### config.mk
export PLATFORM = sky130hd
export DESIGN_NAME = hilo_sequencer
export DESIGN_NICKNAME = d
export VERILOG_FILES = /design/src/rtl/hilo_sequencer.sv
export SDC_FILE = /design/constraint.sdc
export NUM_CORES = 1
export LEC_CHECK = 0
export ABC_AREA = 1
export CAP_MARGIN = 10
export CORE_AREA = 2 2 129 131
export CTS_BUF_LIST = sky130_fd_sc_hd__clkbuf_16
export CTS_CLUSTER_DIAMETER = 150
export CTS_CLUSTER_SIZE = 24
export DETAILED_ROUTE_END_ITERATION = 8
export DIE_AREA = 0 0 131 133
export GPL_TIMING_DRIVEN = 0
export PLACE_DENSITY = 0.84
export SLEW_MARGIN = 20
export SYNTH_ARGS = -nofsm -noshare
export SYNTH_HDL_FRONTEND = slang
export SYNTH_SLANG_ARGS = --single-unit
### constraint.sdc
create_clock -name clk -period 7.2 [get_ports clk]
set_input_delay 0.72 -clock clk [delete_from_list [all_inputs] [get_ports clk]]
set_output_delay 0.72 -clock clk [all_outputs]
set_load 0.01 [all_outputs]
### src/rtl/hilo_sequencer.sv
// Hi/Lo sequencer: launches the external multiplier/divider, waits out the fixed
// latency, commits the selected unit's result, and handles MTHI/MTLO, abort and div-by-zero.
module hilo_sequencer #(
    parameter int unsigned DIV_LATENCY  = 33,
    parameter int unsigned MULT_LATENCY = 33
) (
    input  logic        clk,
    input  logic        Reset,
    input  logic        Start,
    input  logic [1:0]  Op,
    input  logic [31:0] RsVal,
    input  logic [31:0] RtVal,
    input  logic        Abort,
    input  logic [31:0] MultHiIn,
    input  logic [31:0] MultLoIn,
    input  logic [31:0] DivHiIn,
    input  logic [31:0] DivLoIn,
    output logic [31:0] AOut,
    output logic [31:0] BOut,
    output logic        MultControl,
    output logic        DivControl,
    output logic        UnitReset,
    output logic [31:0] HiOut,
    output logic [31:0] LoOut,
    output logic        Busy,
    output logic        Done,
    output logic        DivZeroExc
);

    localparam int unsigned DATA_W = 32;
    localparam int unsigned CNT_W  = 6;

    localparam logic [1:0] OP_MULT = 2'b00;
    localparam logic [1:0] OP_DIV  = 2'b01;
    localparam logic [1:0] OP_MTHI = 2'b10;
    localparam logic [1:0] OP_MTLO = 2'b11;

    typedef enum logic [1:0] {
        IDLE   = 2'd0,
        LAUNCH = 2'd1,
        RUN    = 2'd2,
        COMMIT = 2'd3
    } state_e;

    state_e              state_q, state_d;
    logic [CNT_W-1:0]    cnt_q, cnt_d;
    logic                op_mult_q, op_mult_d;
    logic [DATA_W-1:0]   a_q, a_d, b_q, b_d;
    logic [DATA_W-1:0]   hi_q, hi_d, lo_q, lo_d;
    logic                mult_ctl_q, mult_ctl_d;
    logic                div_ctl_q, div_ctl_d;
    logic                unit_rst_q, unit_rst_d;
    logic                busy_q, busy_d;
    logic                done_q, done_d;
    logic                dz_q, dz_d;

    always_ff @(posedge clk or posedge Reset) begin
        if (Reset) begin
            state_q    <= IDLE;
            cnt_q      <= '0;
            op_mult_q  <= 1'b0;
            a_q        <= '0;
            b_q        <= '0;
            hi_q       <= '0;
            lo_q       <= '0;
            mult_ctl_q <= 1'b0;
            div_ctl_q  <= 1'b0;
            unit_rst_q <= 1'b0;
            busy_q     <= 1'b0;
            done_q     <= 1'b0;
            dz_q       <= 1'b0;
        end else begin
            state_q    <= state_d;
            cnt_q      <= cnt_d;
            op_mult_q  <= op_mult_d;
            a_q        <= a_d;
            b_q        <= b_d;
            hi_q       <= hi_d;
            lo_q       <= lo_d;
            mult_ctl_q <= mult_ctl_d;
            div_ctl_q  <= div_ctl_d;
            unit_rst_q <= unit_rst_d;
            busy_q     <= busy_d;
            done_q     <= done_d;
            dz_q       <= dz_d;
        end
    end

    // Unit launch pulses are registered on the accept edge so they are high during LAUNCH.
    always_comb begin
        state_d    = state_q;
        cnt_d      = cnt_q;
        op_mult_d  = op_mult_q;
        a_d        = a_q;
        b_d        = b_q;
        hi_d       = hi_q;
        lo_d       = lo_q;
        mult_ctl_d = 1'b0;
        div_ctl_d  = 1'b0;
        unit_rst_d = 1'b0;
        done_d     = 1'b0;
        dz_d       = 1'b0;

        case (state_q)
            IDLE: begin
                if (Start) begin
                    case (Op)
                        OP_MULT: begin
                            a_d        = RsVal;
                            b_d        = RtVal;
                            op_mult_d  = 1'b1;
                            mult_ctl_d = 1'b1;
                            state_d    = LAUNCH;
                        end
                        OP_DIV: begin
                            if (RtVal != '0) begin
                                a_d       = RsVal;
                                b_d       = RtVal;
                                op_mult_d = 1'b0;
                                div_ctl_d = 1'b1;
                                state_d   = LAUNCH;
                            end else begin
                                dz_d = 1'b1;
                            end
                        end
                        OP_MTHI: hi_d = RsVal;
                        OP_MTLO: lo_d = RsVal;
                        default: ;
                    endcase
                end
            end
            LAUNCH: begin
                cnt_d   = op_mult_q ? CNT_W'(MULT_LATENCY) : CNT_W'(DIV_LATENCY);
                state_d = RUN;
            end
            RUN: begin
                // Counter is seen at zero for one edge before moving on, giving latency+3 overall.
                if (cnt_q == '0) begin
                    state_d = COMMIT;
                end else begin
                    cnt_d = cnt_q - CNT_W'(1);
                end
            end
            COMMIT: begin
                hi_d    = op_mult_q ? MultHiIn : DivHiIn;
                lo_d    = op_mult_q ? MultLoIn : DivLoIn;
                done_d  = 1'b1;
                state_d = IDLE;
            end
            default: state_d = IDLE;
        endcase

        // Abort overrides everything outside IDLE, including the commit edge.
        if (Abort && (state_q != IDLE)) begin
            state_d    = IDLE;
            cnt_d      = '0;
            hi_d       = hi_q;
            lo_d       = lo_q;
            done_d     = 1'b0;
            unit_rst_d = 1'b1;
        end

        busy_d = (state_d != IDLE);
    end

    assign AOut        = a_q;
    assign BOut        = b_q;
    assign MultControl = mult_ctl_q;
    assign DivControl  = div_ctl_q;
    assign UnitReset   = unit_rst_q;
    assign HiOut       = hi_q;
    assign LoOut       = lo_q;
    assign Busy        = busy_q;
    assign Done        = done_q;
    assign DivZeroExc  = dz_q;

endmodule

==> out/results.txt, run 1 <==
final setup margin: 4920 ps
Setup crit end kind: register
startpoint class of the critical path: input pin
I/O Pins: 332
r2r setup slk: 4960 ps
Final Hold Viols: 0
TritonCTS Buffers: 17
Area Overhead vs Synth: 61.7%
syn nets: 1,056
share of cells above drive strength 1: 5.42%
commonest non-fill, non-tap cell in the layout: clkdlybuf4s50_1
Post-layout nets: 1,407
r2r worst-path depth: 6
DR vias: 7,386
largest net degree at the start of global routing: 87
Crit Path Class: in -> reg
Routed WL per cell: 18.4 um
CP cell instances: clkdlybuf4s50_1 -> nor2_1 -> nand2_1 -> nor2_1 -> nand2_1 -> nor2_1 -> nand2_1 -> nand3_2 -> clkbuf_1 -> o21ai_0
# clock sinks: 143
met1 Resource Use GR: 35.8%
Max Clock Skew: 6.45 ps
crit path DAT: 2560 ps
GRT met3 Usage: 8.73%
Synth Register Bits: 143
antenna cells: 0
post-CTS setup buffer count: 0
Congestion Overflow GR: 0
initial DRC count: 482
Pleak: 4.94 nW
Max-Cap Viols: 0
CTS resizes: 0
FILL cells: 1,295
Worst EP required: 7480 ps
pre-CTS WS: 4490 ps
Hold Crit Depth: 2
Period minus WS final: 2280 ps
die area: 17,400 um2
sequential fraction of the synthesis area: 52.0%
worst slew pin tran: 661 ps
first-pass GRT wire length: 40,100 um
Vias/cell: 5.14
status: complete, no violations
Total Wirelength: 26,500 um
vias in the first global route: 7,585
first drt pass iteration count: 6
Die X: 131 um
port bufs: 331
Min-Delay Startpoint: AOut[9]
Yosys cell types: 27
max incr delay on CP: 430 ps
Starting Density: 42.5%
Slowest cell on crit path: clkdlybuf4s50_1
reg2reg end: LoOut[16]
maximum clock frequency: 438 MHz
post-route antenna net violation count: 0
gr busiest metal: met2
worst-path fanout max: 10
maximum vdd drop: 179 uV
clock latency on the worst-skew pair: 430 ps
clock transition at the registers of the reported paths: 60 ps
CTS root buf: clkbuf_16
die height: 133 um
Syn Area/Cell: 8.06 um2
HPWL after DPL: 20,100 um
H-Tree Depth: 4
row count: 47
most frequent cells in the layout: clkdlybuf4s50_1, nor2_1, dfrtp_1, o21ai_0, nand2_1
Hold Path Sink: AOut[9]
Slew Limit Fails: 0
Post-Synthesis Cells: 853
hold_ws: 486 ps
worst rel slew slack: 55.9%
final period utilization: 31.7%
GRT Util Overall: 30.7%
core area: 16,200 um2
setup TNS: 0 ps
Max Buffers Root-to-Sink: 2
post-synth design cell area: 6880 um2
antenna violations before repair: 0
RSZ-0062 raised after global routing: false
Residual DRC: 0
Post-CTS Hold Buffers: 0
ratio of total power to cell area: 408 nW/um2
Hold WC Path Type: reg -> reg
M2 GR Usage: 51.3%
yosys warns: 0
RD Place Congestion: 0.884
r2r startpoint: state_q[0]
TritonCTS clock tree: yes
count of endpoints failing setup in the final report: 0
==> metal layers <==
layer | wire (um) | vias to the layer above
met5 | 0 | -
met4 | 1300 | 0
met3 | 2400 | 89
met2 | 12900 | 374
met1 | 9890 | 3466
li1 | - | 3457
==> final cells by class <==
| type | count | area (um2) | share of cell area (%) |
|---|---|---|---|
| Sequential cell | 143 | 3580 | 32.2 |
| Inverter | 88 | 338 | 3.04 |
| Multi-Input combinational cell | 573 | 2680 | 24.1 |
| Clock buffer | 17 | 425 | 3.82 |
| Buffer | 49 | 288 | 2.59 |
| Clock inverter | 15 | 194 | 1.74 |
| Tap cell | 220 | 275 | 2.47 |
| Timing Repair Buffer | 332 | 3340 | 30.0 |
==> sequential cells by signal, summed over array words and instances (netlist names) <==
signal	cells
LoOut	32
DivZeroExc	1
BOut	32
op_mult_q	1
HiOut	32
state_q	2
UnitReset	1
Done	1
Busy	1
cnt_q	6
DivControl	1
MultControl	1
AOut	32
==> synthesized netlist by cell type, drive strengths merged <==
cell type,instances,area (um2)
nand2,121,454
o21ai,136,684
o22ai,1,12.5
clkbuf,18,67.6
nand4,1,6.26
nor3,3,26.3
buf,31,220
o21a,32,240
a31oi,33,206
o31ai,1,7.51
nor2,193,727
dfrtp,143,3580
a21oi,35,175
nand3,7,40.0
xor2,3,26.3
nor4,1,6.26
inv,88,330
o211ai,1,7.51
ha,5,62.6
==> logic make-up (layout without fill, tap and decap cells) <==
kind of cell,after synthesis,count (layout),synth area share (%)
xor gates and xnor gates,3,3,0.382
AOI/OAI and AO/OA,239,239,19.4
adders and majority gates,5,5,0.909
buffers and inverters,137,501,8.98
DFF,143,143,52.0
and+or+nand+nor,326,326,18.3
==> critical path, delay by kind of cell <==
kind                   cells  cell delay [ps]
buffers and inverters      2              850
AND/OR/NAND/NOR            7              810
AO/OA/AOI/OAI              1              180
==> where the power goes <==
part	switching, mW	internal, mW	total [mW]
combinational	1.14	1.06	2.20
sequential	0.219	1.18	1.40
clock	0.362	0.577	0.939
==> how the worst max path moves through the flow <==
stage / startpoint / endpoint / slack (ps) / depth (start not counted)
2_1_floorplan: Reset / AOut[0] / 2640 / 1
3_3_place_gp: Reset / LoOut[14] / 600 / 2
3_5_place_dp: RtVal[5] / AOut[6] / 4490 / 10
4_1_cts: RtVal[9] / AOut[6] / 4920 / 10
5_1_grt: RtVal[5] / AOut[21] / 4760 / 10
6_report: RtVal[9] / AOut[17] / 4920 / 10
==> stage by stage <==
stage               cell area (um2)  instances  total power [mW]  util [%]
finish                        11100       1437              4.54      68.8
global route                  11100       1437              4.80      68.8
CTS                           11100       1437              4.55      68.8
detailed placement            10500       1405              3.60      64.9
global placement              10500       1404              3.52      64.7
floorplan                      6880        853              2.38         -
Note: power is estimated with default switching activity, not from simulation.
==> inputs of run 2 (changes only) <==
--- a/config.mk
+++ b/config.mk
@@ -7,14 +7,14 @@
 export LEC_CHECK = 0
 export ABC_AREA = 1
 export CAP_MARGIN = 10
-export CORE_AREA = 2 2 129 131
+export CORE_AREA = 2 2 119 150
 export CTS_BUF_LIST = sky130_fd_sc_hd__clkbuf_16
 export CTS_CLUSTER_DIAMETER = 150
 export CTS_CLUSTER_SIZE = 24
 export DETAILED_ROUTE_END_ITERATION = 8
-export DIE_AREA = 0 0 131 133
+export DIE_AREA = 0 0 121 152
 export GPL_TIMING_DRIVEN = 0
-export PLACE_DENSITY = 0.84
+export PLACE_DENSITY = 0.8
 export SLEW_MARGIN = 20
 export SYNTH_ARGS = -nofsm -noshare
 export SYNTH_HDL_FRONTEND = slang
==> constraint.sdc (replaced) <==
create_clock -name clk -period 2.3 [get_ports clk]
set_input_delay 0.23 -clock clk [delete_from_list [all_inputs] [get_ports clk]]
set_output_delay 0.23 -clock clk [all_outputs]
set_load 0.01 [all_outputs]
==> out/results.txt, run 2 (synthesized netlist as in run 1, its figures left out) <==
status: complete, no violations
maximum vdd drop: 615 uV
Final Core Density: 65.7%
vias in the first global route: 7,270
largest net degree at the start of global routing: 33
CTS root buf: clkbuf_16
DR vias: 7,311
M2 GR Usage: 47.7%
core area: 17,100 um2
Pleak: 4.99 nW
HPWL after DPL: 20,000 um
max incr delay on CP: 450 ps
r2r startpoint: state_q[0]
count of endpoints failing setup in the final report: 0
Slew Limit Fails: 0
most frequent cells in the layout: clkdlybuf4s50_1, nor2_1, dfrtp_1, o21ai_0, nand2_1
port bufs: 331
Slowest cell on crit path: dfrtp_1
Setup crit end kind: register
RD Place Congestion: 0.887
# clock sinks: 143
met1 Resource Use GR: 34.1%
Area Overhead vs Synth: 63.2%
antenna cells: 0
Placed Cells: 1,413
maximum clock frequency: 466 MHz
Residual DRC: 0
Period minus WS final: 2150 ps
Post-CTS Hold Buffers: 0
commonest non-fill, non-tap cell in the layout: clkdlybuf4s50_1
Buffers & Inverters on Critical Path: 3
row count: 54
Max-Cap Viols: 0
most frequent CP cell: buf_2
first-pass GRT wire length: 40,100 um
Total Wirelength: 26,100 um
die height: 152 um
crit path DAT: 2480 ps
Max Buffers Root-to-Sink: 2
gr busiest metal: met2
H-Tree Depth: 4
worst rel slew slack: 61.1%
clock transition at the registers of the reported paths: 60 ps
I/O Pins: 332
share of cells above drive strength 1: 6.13%
Die X: 121 um
Vias/cell: 5.05
r2r setup slk: 150 ps
Final Hold Viols: 0
Final Power: 14.2 mW
Worst EP required: 2640 ps
Crit Path Class: reg -> reg
GRT met3 Usage: 6.79%
startpoint class of the critical path: register
RSZ-0062 raised after global routing: false
Starting Density: 40.2%
clock latency on the worst-skew pair: 420 ps
final period utilization: 93.3%
TritonCTS Buffers: 17
antenna violations before repair: 0
worst-path fanout max: 10
r2r worst-path depth: 7
reg2reg end: LoOut[25]
Max Clock Skew: 10.5 ps
critical path's top delay family: buffers and inverters
TritonCTS clock tree: yes
non-filler cells, final: 1,448
Post-layout nets: 1,414
CP cell instances: ha_1 -> inv_1 -> buf_2 -> buf_2 -> nand2_1 -> o21a_1 -> a21oi_1
first drt pass iteration count: 6
Routed WL per cell: 18.0 um
post-route antenna net violation count: 0
GRT Util Overall: 28.5%
worst slew pin tran: 584 ps
die area: 18,400 um2
initial DRC count: 508
Hold WC Path Type: in -> async
ratio of total power to cell area: 1260 nW/um2
Congestion Overflow GR: 0
==> run 2: power by group <==
part	switching, mW	internal [mW]	total [mW]
registers	0.692	3.71	4.40
clock network	1.13	1.70	2.83
logic	3.53	3.41	6.95
total	5.35	8.82	14.2
==> run 2: layout make-up <==
type | instances | area [um2]
Fill cell | 1435 | 5870
Multi-Input combinational cell | 573 | 2690
Timing Repair Buffer | 339 | 3460
Tap cell | 224 | 280
Clock inverter | 15 | 169
Sequential cell | 143 | 3580
Inverter | 88 | 334
Clock buffer | 17 | 425
Buffer | 49 | 293
==> run 2: timing repair <==
item	4_1_cts	5_1_grt
setup endpoints to repair	1	47
resized for setup	1	4
setup buffers	0	3
pin swaps	0	1
==> run 2: worst max-delay path by stage <==
stage / end / cells after the start / start
after floorplan: AOut[0] / 1 / Reset
after global placement: LoOut[15] / 2 / Reset
after detailed placement: LoOut[16] / 7 / state_q[0]
after CTS: LoOut[19] / 5 / state_q[0]
after global routing: HiOut[13] / 7 / state_q[0]
final: LoOut[25] / 7 / state_q[0]
==> run 2: layer usage <==
layer	wire, um	part of all wire [%]
met4	1110	4.2
met3	1800	6.9
met2	13000	50
met1	10200	39
met5	0	0
==> run 2: through the flow <==
| stage | setup TNS, ps | area (um2) | hold WS (ps) | worst slack [ps] |
|---|---|---|---|---|
| global placement | -149080 | 10500 | 465 | -1050 |
| floorplan | 0 | 6880 | 373 | 279 |
| CTS | 0 | 11200 | 188 | 60.1 |
| global route | 0 | 11200 | 211 | 22.5 |
| finish | 0 | 11200 | 192 | 154 |
| detailed placement | 0 | 10600 | 472 | 6.55 |
